`config.mk`:
```
export PLATFORM = sky130hd
export DESIGN_NAME = keypad_scanner
export DESIGN_NICKNAME = d
export VERILOG_FILES = /design/src/rtl/keypad_scanner.sv
export SDC_FILE = /design/constraint.sdc
export NUM_CORES = 1
export LEC_CHECK = 0
export BUFFER_PORTS_ARGS = -buffer_cell sky130_fd_sc_hd__buf_4
export CORE_UTILIZATION = 30
export CTS_CLUSTER_SIZE = 10
export DETAILED_ROUTE_END_ITERATION = 10
export PLACE_DENSITY = 0.5
export REMOVE_ABC_BUFFERS = 1
export SLEW_MARGIN = 15
export SYNTH_ARGS = -nofsm -noshare
export SYNTH_HDL_FRONTEND = slang
export SYNTH_SLANG_ARGS = --single-unit
```
`constraint.sdc`:
```
create_clock -name clk -period 3.15 [get_ports clk]
set_input_delay 0.7875 -clock clk [delete_from_list [all_inputs] [get_ports clk]]
set_output_delay 0.7875 -clock clk [all_outputs]
set_load 0.005 [all_outputs]
```
`src/rtl/keypad_scanner.sv`:
```
// 4x4 matrix keypad scanner: column scan, press/release debounce, and one
// key_code/key_pulse event per accepted keystroke.
`timescale 1ns/1ps

module keypad_scanner #(
  parameter int unsigned SCAN_TICKS      = 27000,
  parameter int unsigned DEBOUNCE_CYCLES = 270000
) (
  input  logic       clk,
  input  logic       rst,
  input  logic [3:0] row_n,
  output logic [3:0] col_n,
  output logic [3:0] key_code,
  output logic       key_pulse,
  output logic       key_held
);

  localparam int unsigned DW = (SCAN_TICKS > 1) ? $clog2(SCAN_TICKS) : 1;
  localparam int unsigned BW = (DEBOUNCE_CYCLES > 1) ? $clog2(DEBOUNCE_CYCLES) : 1;
  localparam logic [DW-1:0] DWELL_LAST = DW'(SCAN_TICKS - 1);
  localparam logic [BW-1:0] DB_LAST    = BW'(DEBOUNCE_CYCLES - 1);

  typedef enum logic [1:0] {
    ST_SCAN     = 2'd0,
    ST_DEBOUNCE = 2'd1,
    ST_HELD     = 2'd2,
    ST_RELEASE  = 2'd3
  } state_t;

  state_t        state, state_nx;
  logic [3:0]    sync1, rs;
  logic [DW-1:0] dwell_cnt, dwell_nx;
  logic [BW-1:0] db_cnt, db_nx;
  logic [1:0]    col_idx, col_nx;
  logic [1:0]    row_idx, row_nx;
  logic [3:0]    code_nx;
  logic          pulse_nx;
  logic          held_nx;
  logic [3:0]    row_low;
  logic [1:0]    first_low;
  logic          tracked_high;

  // Row/column position to key code
  function automatic logic [3:0] map_key(input logic [1:0] r, input logic [1:0] c);
    logic [3:0] code;
    case ({r, c})
      4'h0: code = 4'd1;
      4'h1: code = 4'd2;
      4'h2: code = 4'd3;
      4'h3: code = 4'd10;
      4'h4: code = 4'd4;
      4'h5: code = 4'd5;
      4'h6: code = 4'd6;
      4'h7: code = 4'd11;
      4'h8: code = 4'd7;
      4'h9: code = 4'd8;
      4'hA: code = 4'd9;
      4'hB: code = 4'd12;
      4'hC: code = 4'd14;
      4'hD: code = 4'd0;
      4'hE: code = 4'd15;
      default: code = 4'd13;
    endcase
    return code;
  endfunction

  // Two-flop synchronizer; idles high like the pulled-up rows
  always_ff @(posedge clk or posedge rst) begin
    if (rst) begin
      sync1 <= 4'b1111;
      rs    <= 4'b1111;
    end else begin
      sync1 <= row_n;
      rs    <= sync1;
    end
  end

  // Lowest-index low row wins when several rows share the active column
  always_comb begin
    row_low   = ~rs;
    first_low = 2'd0;
    if (row_low[0])      first_low = 2'd0;
    else if (row_low[1]) first_low = 2'd1;
    else if (row_low[2]) first_low = 2'd2;
    else if (row_low[3]) first_low = 2'd3;
  end

  assign tracked_high = rs[row_idx];

  // Next-state and next-output logic
  always_comb begin
    state_nx = state;
    dwell_nx = dwell_cnt;
    db_nx    = db_cnt;
    col_nx   = col_idx;
    row_nx   = row_idx;
    code_nx  = key_code;
    pulse_nx = 1'b0;
    held_nx  = 1'b0;

    case (state)
      ST_SCAN: begin
        if (dwell_cnt == DWELL_LAST) begin
          dwell_nx = '0;
          if (|row_low) begin
            row_nx   = first_low;
            db_nx    = '0;
            state_nx = ST_DEBOUNCE;
          end else begin
            col_nx = col_idx + 2'd1;
          end
        end else begin
          dwell_nx = dwell_cnt + DW'(1);
        end
      end

      ST_DEBOUNCE: begin
        if (tracked_high) begin
          dwell_nx = '0;
          state_nx = ST_SCAN;
        end else if (db_cnt == DB_LAST) begin
          code_nx  = map_key(row_idx, col_idx);
          pulse_nx = 1'b1;
          held_nx  = 1'b1;
          state_nx = ST_HELD;
        end else begin
          db_nx = db_cnt + BW'(1);
        end
      end

      ST_HELD: begin
        held_nx = 1'b1;
        if (tracked_high) begin
          db_nx    = '0;
          state_nx = ST_RELEASE;
        end
      end

      ST_RELEASE: begin
        held_nx = 1'b1;
        if (!tracked_high) begin
          state_nx = ST_HELD;
        end else if (db_cnt == DB_LAST) begin
          held_nx  = 1'b0;
          col_nx   = col_idx + 2'd1;
          dwell_nx = '0;
          state_nx = ST_SCAN;
        end else begin
          db_nx = db_cnt + BW'(1);
        end
      end

      default: state_nx = ST_SCAN;
    endcase
  end

  // State, counters and registered outputs
  always_ff @(posedge clk or posedge rst) begin
    if (rst) begin
      state     <= ST_SCAN;
      dwell_cnt <= '0;
      db_cnt    <= '0;
      col_idx   <= 2'd0;
      row_idx   <= 2'd0;
      col_n     <= 4'b1110;
      key_code  <= 4'd0;
      key_pulse <= 1'b0;
      key_held  <= 1'b0;
    end else begin
      state     <= state_nx;
      dwell_cnt <= dwell_nx;
      db_cnt    <= db_nx;
      col_idx   <= col_nx;
      row_idx   <= row_nx;
      col_n     <= ~(4'b0001 << col_nx);
      key_code  <= code_nx;
      key_pulse <= pulse_nx;
      key_held  <= held_nx;
    end
  end

endmodule

```
==> results.json, run 1 <==
{
  "skew_ns": 0.0126,
  "syn-mean-instance-area_um2": 9.30,
  "cp_cell_sequence": "or4b_4 > or4_1 > o22ai_1 > o2111ai_1 > or3_1 > a21oi_1",
  "drc": 0,
  "routed-via-count": 2604,
  "clk_latency_ns": 0.34,
  "arrival_ns": 2.96,
  "yosysSeqAreaShare_pct": 45.3,
  "p_per_area_nw_per_um2": 369,
  "cts_sinks": 58,
  "synth_flop_cell": "dfrtp_1",
  "crit_family": "simple AND/OR/NAND/NOR gates",
  "cts-buffers-inserted": 9,
  "post_cts_buffers": 0,
  "fin_tns_setup_ns": 0,
  "synthCells": 348,
  "crit_path_max_incr_delay_ns": 0.69,
  "reg2reg_depth": 6,
  "layout_setup_ws_ns": 0.455,
  "grt_remaining_overflow": 0,
  "r2r-start": "dwell_cnt[9]$_DFFE_PP0P_",
  "relSlewSlack_pct": 58.8,
  "worstMarginPinSlew_ns": 0.617,
  "dp_cells": 496,
  "min_path_type": "reg2reg",
  "nets": 389,
  "fmax_mhz": 371,
  "outcome": "finished, final reports clean",
  "period_share_pct": 85.5,
  "clk_pin_slew_ns": 0.07,
  "post_drt_wl_per_cell_um": 14.2,
  "period_needed_ns": 2.69,
  "postCtsHoldBufs": 0,
  "post_cts_resized": 0,
  "die_w_um": 106,
  "core-area_um2": 10400,
  "crit_buf_inv": 0,
  "antenna_cells": 0,
  "floorplan.initialDensity_pct": 31.2,
  "whs_endpoint": "rs[0]$_DFF_PP1_",
  "endpoint_kind": "register",
  "vias_per_cell": 5.09,
  "min_path_cells": 0,
  "drive_gt1_share_pct": 17.8,
  "wl_um": 7260,
  "antenna_found_initial": 0,
  "maxCapViolations": 0,
  "ys_ff_latch": 58,
  "synth_edf_count": 0,
  "final_util_pct": 35.9,
  "worstSetupPathType": "reg2reg",
  "synth.distinct_cells": 52,
  "grt_pass1_wl_um": 12300,
  "rows": 37,
  "setup_viol": 0,
  "dpl_worst_slack_ns": 0.457,
  "cts.path.max_buffers": 2,
  "fin_cells": 512,
  "netlist_area_um2": 3240,
  "synthArstFlopShare_pct": 100,
  "drt_iter0_markers": 94,
  "r2r_slack_ns": 0.46,
  "power.leakage_nw": 1.53,
  "rsz0062_at_grt": "no",
  "place.gp.congestion": 0.780,
  "slowest_stage": "or4_1",
  "grt_pass1_vias": 2515,
  "r2r_end": "db_cnt[18]$_DFFE_PP0P_",
  "drtAntennaViolNets": 0,
  "die_h_um": 106,
  "peakVddDrop_v": 0.000205,
  "ys_top_cells_by_area": "dfrtp_1, dfstp_2, o21ai_0",
  "synth_area_leader_cell": "dfrtp_1",
  "ios": 16,
  "htreeDepth": 3,
  "cp_max_fo": 7,
  "die_area_um2": 11200,
  "drv_slew": 0,
  "start_kind": "register",
  "cts_tree": "yes",
  "hold_violations": 0,
  "dp_hpwl_um": 5140,
  "required_ns": 3.41,
  "track_usage_pct": 14.3,
  "areaGrowthSynthToFinish_pct": 14.9,
  "hold_start": "sync1[0]$_DFF_PP1_",
  "ys.warnings.count": 0,
  "port_buffers": 15,
  "drt-pass1-iter-count": 4,
  "grt_max_degree": 31,
  "cts_root_buffer": "clkbuf_8",
  "synth.top_cell.area_share_pct": 36.3
}
-- metal layers --
| metal | track usage [%] | vias to the layer above | part of all wire (%) |
|---|---|---|---|
| met1 | 19.2 | 1265 | 51 |
| met2 | 21.5 | 29 | 45 |
| met4 | 5.95 | 0 | 0.70 |
| li1 | - | 1308 | - |
| met5 | 0 | - | 0 |
| met3 | 4.08 | 2 | 3.1 |
-- state kept, by name, summed over array words and instances, names as in the netlist, 2 cells and up, named ones only --
signal and count:
col_idx 2, col_n 4, db_cnt 19, dwell_cnt 15, key_code 4, row_idx 2
rs 4, sync1 4
-- cells by family after synthesis --
kind of cell	Yosys count	share of synthesized area, %
compound gates	91	17.4
xor+xnor	6	1.62
fa+ha+maj	12	4.64
buf+inv	22	2.67
flops	58	45.3
mux	14	4.99
simple gates	145	23.4
-- layout make-up --
cell class / instances / area, um^2
clock buffer: 12 / 145
clock inverter: 4 / 20.0
fill: 1071 / 6650
inverter: 9 / 33.8
multi-input combinational: 268 / 1690
sequential: 58 / 1470
tap: 136 / 170
timing repair buffer: 25 / 200
-- cells in the mapped netlist (5+ instances only) --
cell type  count
a21oi_1       14
and3_1         7
clkbuf_1      10
dfrtp_1       47
dfstp_2       11
ha_1          12
inv_1          9
mux2_2         7
mux2i_1        6
nand2_1       28
nand2b_1       7
nand3_1       21
nor2_1        37
nor2b_1        5
nor3_1         7
o21ai_0       37
o31ai_1       13
-- placed cells by master, fill, tap and decap left out, types with 2 or more instances in the layout --
master	count
mux2i_1	6
or4_1	4
nand2b_1	7
or3_1	4
xor2_1	2
nor2_1	37
o211ai_1	4
clkbuf_8	10
and4_1	2
a2111oi_0	2
o2111ai_1	3
o21a_1	2
inv_1	8
o31ai_1	13
a21oi_1	14
nand2_1	28
buf_4	24
or2_2	3
nor3_1	7
mux2_2	7
dfstp_2	11
and2_1	4
dfrtp_1	47
a211oi_1	3
ha_1	12
and3_1	7
clkbuf_1	2
o21ai_0	37
a31oi_1	4
nand3b_1	3
clkinv_2	4
xnor2_1	4
nand4_1	4
nor2b_1	5
nand3_1	21
-- stage by stage --
step / area [um^2] / total power, mW / hold slack [ns]
after floorplan: 3180 / 0.786 / 0.345
after global placement: 3550 / 0.802 / 0.346
after detailed placement: 3550 / 0.802 / 0.348
after CTS: 3720 / 1.41 / 0.350
after global routing: 3720 / 1.44 / 0.353
final: 3720 / 1.37 / 0.347
-- worst reg2reg max path: stages (launching register included) --
cell and delay, ns:
dfrtp_1 0.44, or4b_4 0.56, or4_1 0.69, o22ai_1 0.18, o2111ai_1 0.22, or3_1 0.40, a21oi_1 0.15
-- power by group --
group          switching [mW]  total [mW]  internal, mW  leakage, nW
logic                  0.0189      0.0282       0.00930        0.681
registers             0.00418       0.759         0.755        0.758
clock network           0.285       0.586         0.302       0.0899
-- how the worst max path moves through the flow --
stage	start	cells after the start	endpoint
after floorplan	row_idx[0]$_DFFE_PP0P_	6	db_cnt[7]$_DFFE_PP0P_
after global placement	dwell_cnt[7]$_DFFE_PP0P_	6	db_cnt[18]$_DFFE_PP0P_
after detailed placement	dwell_cnt[9]$_DFFE_PP0P_	6	db_cnt[18]$_DFFE_PP0P_
after CTS	dwell_cnt[7]$_DFFE_PP0P_	6	db_cnt[18]$_DFFE_PP0P_
after global routing	dwell_cnt[7]$_DFFE_PP0P_	6	db_cnt[18]$_DFFE_PP0P_
final	dwell_cnt[9]$_DFFE_PP0P_	6	db_cnt[18]$_DFFE_PP0P_
(Power assumes the default switching activity.)
==> run 2: changes to the inputs <==
clock period = 2.85 ns   (was 3.15 ns; I/O delays follow)
==> run 2 against run 1 <==
Sequential power up 10%. Register-to-register slack worse by 0.31 ns. Cell count up 0.98%. Via count up 2.3%. Critical path type unchanged. Largest cell class unchanged. Largest power group unchanged.
==> results.json, run 2 (synthesis gave the netlist of run 1 again) <==
{
  "arrival_ns": 2.94,
  "areaGrowthSynthToFinish_pct": 16.9,
  "p_switching_uw": 383,
  "endpoint_kind": "register",
  "setup_viol": 0,
  "p_clk_share_pct": 47.4,
  "reg_top3": "db_cnt: 19 flops, dwell_cnt: 15 flops",
  "htreeDepth": 3,
  "worstSetupPathType": "reg2reg",
  "cts_tree": "yes",
  "crit_path_max_incr_delay_ns": 0.68,
  "postCtsHoldBufs": 0,
  "outcome": "finished, final reports clean",
  "post_drt_wl_per_cell_um": 14.6,
  "grt_max_degree": 23,
  "clk_pin_slew_ns": 0.07,
  "largest_reg_flops": 19,
  "post_cts_buffers": 0,
  "period_needed_ns": 2.70,
  "hold_violations": 0,
  "relSlewSlack_pct": 54.1,
  "period_share_pct": 94.8,
  "antenna_found_initial": 0,
  "switching_share_pct": 23.2,
  "dp_hpwl_um": 5430,
  "fin_tns_setup_ns": 0,
  "final_common_cell": "dfrtp_1",
  "drive_gt1_share_pct": 19.4,
  "antenna_cells": 0,
  "grt_pass1_wl_um": 12800,
  "final_cell_mix": "dfrtp_1, nor2_1, o21ai_0",
  "skew_ns": 0.0126,
  "track_usage_pct": 14.8,
  "drv_slew": 0,
  "drt_iter0_markers": 98,
  "regMostFlops": "db_cnt",
  "nets": 394,
  "dp_cells": 501,
  "die_w_um": 106,
  "drt-pass1-iter-count": 4,
  "clk_latency_ns": 0.35,
  "drtAntennaViolNets": 0,
  "worstMarginPinSlew_ns": 0.671,
  "slowest_stage": "or4_1",
  "start_kind": "register",
  "grt_remaining_overflow": 0,
  "cts.path.max_buffers": 2,
  "place.gp.congestion": 0.791,
  "min_path_type": "in2async",
  "cts-buffers-inserted": 9,
  "p_per_area_nw_per_um2": 437,
  "hold_ws_ns": 0.356,
  "cts_sinks": 58,
  "wl_um": 7570,
  "routed-via-count": 2665,
  "rows": 37,
  "p_comb_share_pct": 1.9,
  "required_ns": 3.09,
  "internal-power_mw": 1.27,
  "fin_cells": 517,
  "die_area_um2": 11200,
  "core-area_um2": 10400,
  "die_h_um": 106,
  "cp_cell_sequence": "or4b_4 > or4_1 > o211ai_1 > o21ai_1 > a221o_1 > or2_1",
  "fmax_mhz": 370,
  "maxCapViolations": 0,
  "rsz0062_at_grt": "no",
  "drc": 0,
  "cts_root_buffer": "clkbuf_8",
  "grt_pass1_vias": 2547,
  "post_cts_resized": 0,
  "pwr-share-seq_pct": 50.7,
  "p_total_mw": 1.65,
  "port_buffers": 15,
  "power.leakage_nw": 1.56,
  "floorplan.initialDensity_pct": 31.2,
  "cp_max_fo": 7,
  "vias_per_cell": 5.15,
  "ios": 16,
  "peakVddDrop_v": 0.000242
}
-- run 2: routing by layer --
metal | global-route usage [%] | up-vias | share of wire [%]
li1 | - | 1325 | -
met3 | 5.13 | 11 | 3.9
met5 | 0 | - | 0
met4 | 5.36 | 0 | 1.5
met2 | 21.5 | 41 | 44
met1 | 20.3 | 1288 | 51
-- run 2: worst max-delay path, delay by kind of cell (launching register included) --
| kind | cells | cell delay, ns |
|---|---|---|
| simple gates | 3 | 1.49 |
| flops | 1 | 0.44 |
| compound gates | 3 | 0.66 |
-- run 2: path summary, 6_finish.rpt --
path,slack [ns],startpoint,end,cells after the start
worst max-delay path,0.15,dwell_cnt[7]$_DFFE_PP0P_,col_n[0]$_DFF_PP0_,6
worst min-delay path,0.36,rst,row_idx[1]$_DFFE_PP0P_,2
worst max register to register,0.15,dwell_cnt[7]$_DFFE_PP0P_,col_n[0]$_DFF_PP0_,6
worst min register to register,0.36,sync1[3]$_DFF_PP1_,rs[3]$_DFF_PP1_,0
max in group asynchronous,1.85,rst,db_cnt[12]$_DFFE_PP0P_,3
min in group clk,0.36,sync1[3]$_DFF_PP1_,rs[3]$_DFF_PP1_,0
-- run 2: final cells by class --
cell class | instances | area (um^2)
fillers | 1077 | 6590
multi-input cells | 268 | 1690
flip-flops and latches | 58 | 1470
repair buffers | 30 | 225
well taps | 136 | 170
clock buffers | 10 | 138
clock inverters | 6 | 66.3
inverters | 9 | 33.8
-- run 2: power by group through the flow --
stage / Combinational, mW / Clock, mW / Sequential [mW]
after global placement: 0.0320 / 0 / 0.853
after floorplan: 0.0173 / 0 / 0.852
final: 0.0307 / 0.783 / 0.838
after CTS: 0.0326 / 0.815 / 0.838
after global routing: 0.0361 / 0.851 / 0.839
after detailed placement: 0.0324 / 0 / 0.853
-- run 2: stage by stage --
stage | util (%) | instance area, um^2 | setup slack [ns]
4_1_cts | 36.5 | 3780 | 0.171
3_5_place_dp | 34.5 | 3580 | 0.179
3_3_place_gp | 34.5 | 3580 | 0.235
6_report | 36.5 | 3780 | 0.148
2_1_floorplan | - | 3180 | 0.0914
5_1_grt | 36.5 | 3780 | 0.0736
==> run 3: changes to the inputs <==
ABC_AREA = 1   (was unset)
CTS_CLUSTER_SIZE = unset   (was 10)
==> run 3 against run 2 <==
The run now ends with DRC left. Sequential share of layout area is 3.9 points lower. Power is 30% higher. Core utilization is 0.091 points lower. Clock skew is 0.0064 ns lower. Cell count is 27% higher. Synthesized cell count is 41% higher. Hold slack worse by 0.0015 ns. Via count is 16% higher. Combinational power is 9.4% higher. Wire length is 10% higher. Critical path depth is 3 higher. Critical endpoint is now dwell_cnt[6]$_DFFE_PP0P_.
==> results.json, run 3 <==
{
  "clk_latency_ns": 0.33,
  "ys_top_cells_by_area": "dfrtp_1, nand2_1, dfstp_2",
  "synth.distinct_cells": 34,
  "ys.warnings.count": 0,
  "relSlewSlack_pct": 66.7,
  "p_per_area_nw_per_um2": 510,
  "hold_violations": 0,
  "grt_pass1_vias": 3038,
  "num-fill-cells": 1199,
  "period_share_pct": 78.1,
  "reg2reg_depth": 9,
  "maxCapViolations": 0,
  "skew_ns": 0.00621,
  "die_h_um": 112,
  "required_ns": 3.06,
  "synth_compound_area_share_pct": 7.93,
  "drt_iter0_markers": 150,
  "synth_commonest_cells": "nand2_1, nor2_1, inv_1, dfrtp_1, nand3_1",
  "cts-buffers-inserted": 9,
  "multi_input_area_um2": 1810,
  "dp_hpwl_um": 6190,
  "cts_sinks": 58,
  "final_common_cell": "nand2_1",
  "cp_cell_sequence": "ha_1 > nand3_2 > nor3_4 > nand2_2 > nand2_1 > nand2_2 > inv_2 > nand2_1 > a21boi_1",
  "synthCells": 492,
  "endpoint_kind": "register",
  "p_total_mw": 2.15,
  "dpl_cell_area_um2": 3860,
  "reg_top3": "db_cnt: 19 flops, dwell_cnt: 15 flops",
  "violations": "DRC",
  "post_cts_resized": 0,
  "final_cell_mix": "nand2_1, nor2_1, inv_1",
  "slowest_stage": "dfrtp_1",
  "syn-mean-instance-area_um2": 7.34,
  "cp_max_fo": 22,
  "port_buffers": 15,
  "yosysSeqAreaShare_pct": 40.5,
  "grt_pass1_wl_um": 14400,
  "grt_remaining_overflow": 0,
  "ios": 16,
  "htreeDepth": 3,
  "synth_edf_count": 0,
  "drive_gt1_share_pct": 14.4,
  "seq_area_um2": 1470,
  "cts_tree": "yes",
  "arrival_ns": 2.43,
  "place.gp.congestion": 0.878,
  "die_area_um2": 12500,
  "synthArstFlopShare_pct": 100,
  "synth-xor-area-share_pct": 4.36,
  "vias_per_cell": 4.71,
  "synth_flop_cell": "dfrtp_1",
  "min_path_type": "reg2reg",
  "peakVddDrop_v": 0.000255,
  "post_cts_buffers": 0,
  "drc": 2,
  "nets": 528,
  "largest_reg_flops": 19,
  "die_w_um": 112,
  "netlist_area_um2": 3610,
  "cts.path.max_buffers": 2,
  "synth_top_family_by_area": "simple AND/OR/NAND/NOR gates",
  "clk_pin_slew_ns": 0.05,
  "synth_area_leader_cell": "dfrtp_1",
  "power.leakage_nw": 1.88,
  "antenna_cells": 0,
  "ys_ff_latch": 58,
  "synthSimpleGateAreaFrac_pct": 33.1,
  "synth.top_cell.area_share_pct": 32.5,
  "routed-via-count": 3102,
  "antenna_found_initial": 0,
  "rows": 39,
  "drt-pass1-iter-count": 7,
  "final_util_pct": 36.4,
  "postCtsHoldBufs": 0,
  "start_kind": "register",
  "core-area_um2": 11600,
  "drtAntennaViolNets": 0,
  "drv_slew": 0,
  "regMostFlops": "db_cnt",
  "period_needed_ns": 2.23,
  "post_drt_wl_per_cell_um": 12.6,
  "wl_um": 8320,
  "cts_root_buffer": "clkbuf_16",
  "synth.most_common_cell": "nand2_1",
  "setup_viol": 0,
  "track_usage_pct": 14.5,
  "fin_tns_setup_ns": 0,
  "grt_max_degree": 40,
  "outcome": "complete, but fails checks",
  "worstMarginPinSlew_ns": 0.496,
  "fmax_mhz": 449,
  "design_area_um2": 4210,
  "crit_path_max_incr_delay_ns": 0.41,
  "min_path_cells": 0,
  "worstSetupPathType": "reg2reg",
  "rsz0062_at_grt": "no",
  "floorplan.initialDensity_pct": 31.2,
  "muxShareOfSynthArea_pct": 0.554,
  "areaGrowthSynthToFinish_pct": 16.5,
  "yosys.area_share.adder_pct": 4.16
}
-- run 3: cells by family (layout without fill, tap and decap cells) --
logic type / Yosys count / count (layout)
multiplexers: 2 / 2
XOR/XNOR: 18 / 18
adder cells (fa/ha/maj): 12 / 12
AO/OA/AOI/OAI: 53 / 53
AND/OR/NAND/NOR: 272 / 272
buffers and inverters: 77 / 100
flip-flops: 58 / 58
-- run 3: area by class of cell --
type / instances / share of cell area, %
multi-input combinational: 357 / 43.0
sequential: 58 / 34.8
clock buffer: 11 / 6.00
inverter: 65 / 5.86
tap: 143 / 4.25
timing repair buffer: 19 / 3.69
clock inverter: 5 / 2.38
-- run 3: worst max-delay path, delay by kind of cell (launching register included) --
family | cells | cell delay (ns)
adders and majority gates | 1 | 0.27
and+or+nand+nor | 6 | 1.00
DFF | 1 | 0.41
AOI/OAI and AO/OA | 1 | 0.17
buffers and inverters | 1 | 0.24
-- run 3: final timing paths --
path / start / end / slack (ns)
worst max-delay path: db_cnt[0]$_DFFE_PP0P_ / dwell_cnt[6]$_DFFE_PP0P_ / 0.62
worst min-delay path: sync1[0]$_DFF_PP1_ / rs[0]$_DFF_PP1_ / 0.35
worst max register to register: db_cnt[0]$_DFFE_PP0P_ / dwell_cnt[6]$_DFFE_PP0P_ / 0.62
worst min register to register: sync1[0]$_DFF_PP1_ / rs[0]$_DFF_PP1_ / 0.35
max in group asynchronous: rst / rs[2]$_DFF_PP1_ / 1.79
min in group asynchronous: rst / dwell_cnt[8]$_DFFE_PP0P_ / 0.42
-- run 3: per-layer routing --
layer	wire length [um]	part of all wire (%)	GRT usage [%]
met5	0	0	0
met4	108	1.3	5.14
met3	322	3.9	3.32
met2	3850	46	23.8
met1	4050	49	18.8
-- run 3: power by group --
part | internal, mW | total [mW] | switching (mW) | leakage, nW
combinational | 0.00987 | 0.0336 | 0.0237 | 0.946
sequential | 0.835 | 0.839 | 0.00378 | 0.758
clock | 0.897 | 1.28 | 0.378 | 0.176
total | 1.74 | 2.15 | 0.405 | 1.88
-- run 3: through the flow --
stage | hold slack (ns) | setup slack, ns | instances
5_1_grt | 0.361 | 0.395 | 658
2_1_floorplan | 0.345 | 0.260 | 480
6_report | 0.355 | 0.625 | 658
3_5_place_dp | 0.348 | 0.651 | 642
3_3_place_gp | 0.347 | 0.736 | 642
4_1_cts | 0.356 | 0.632 | 658
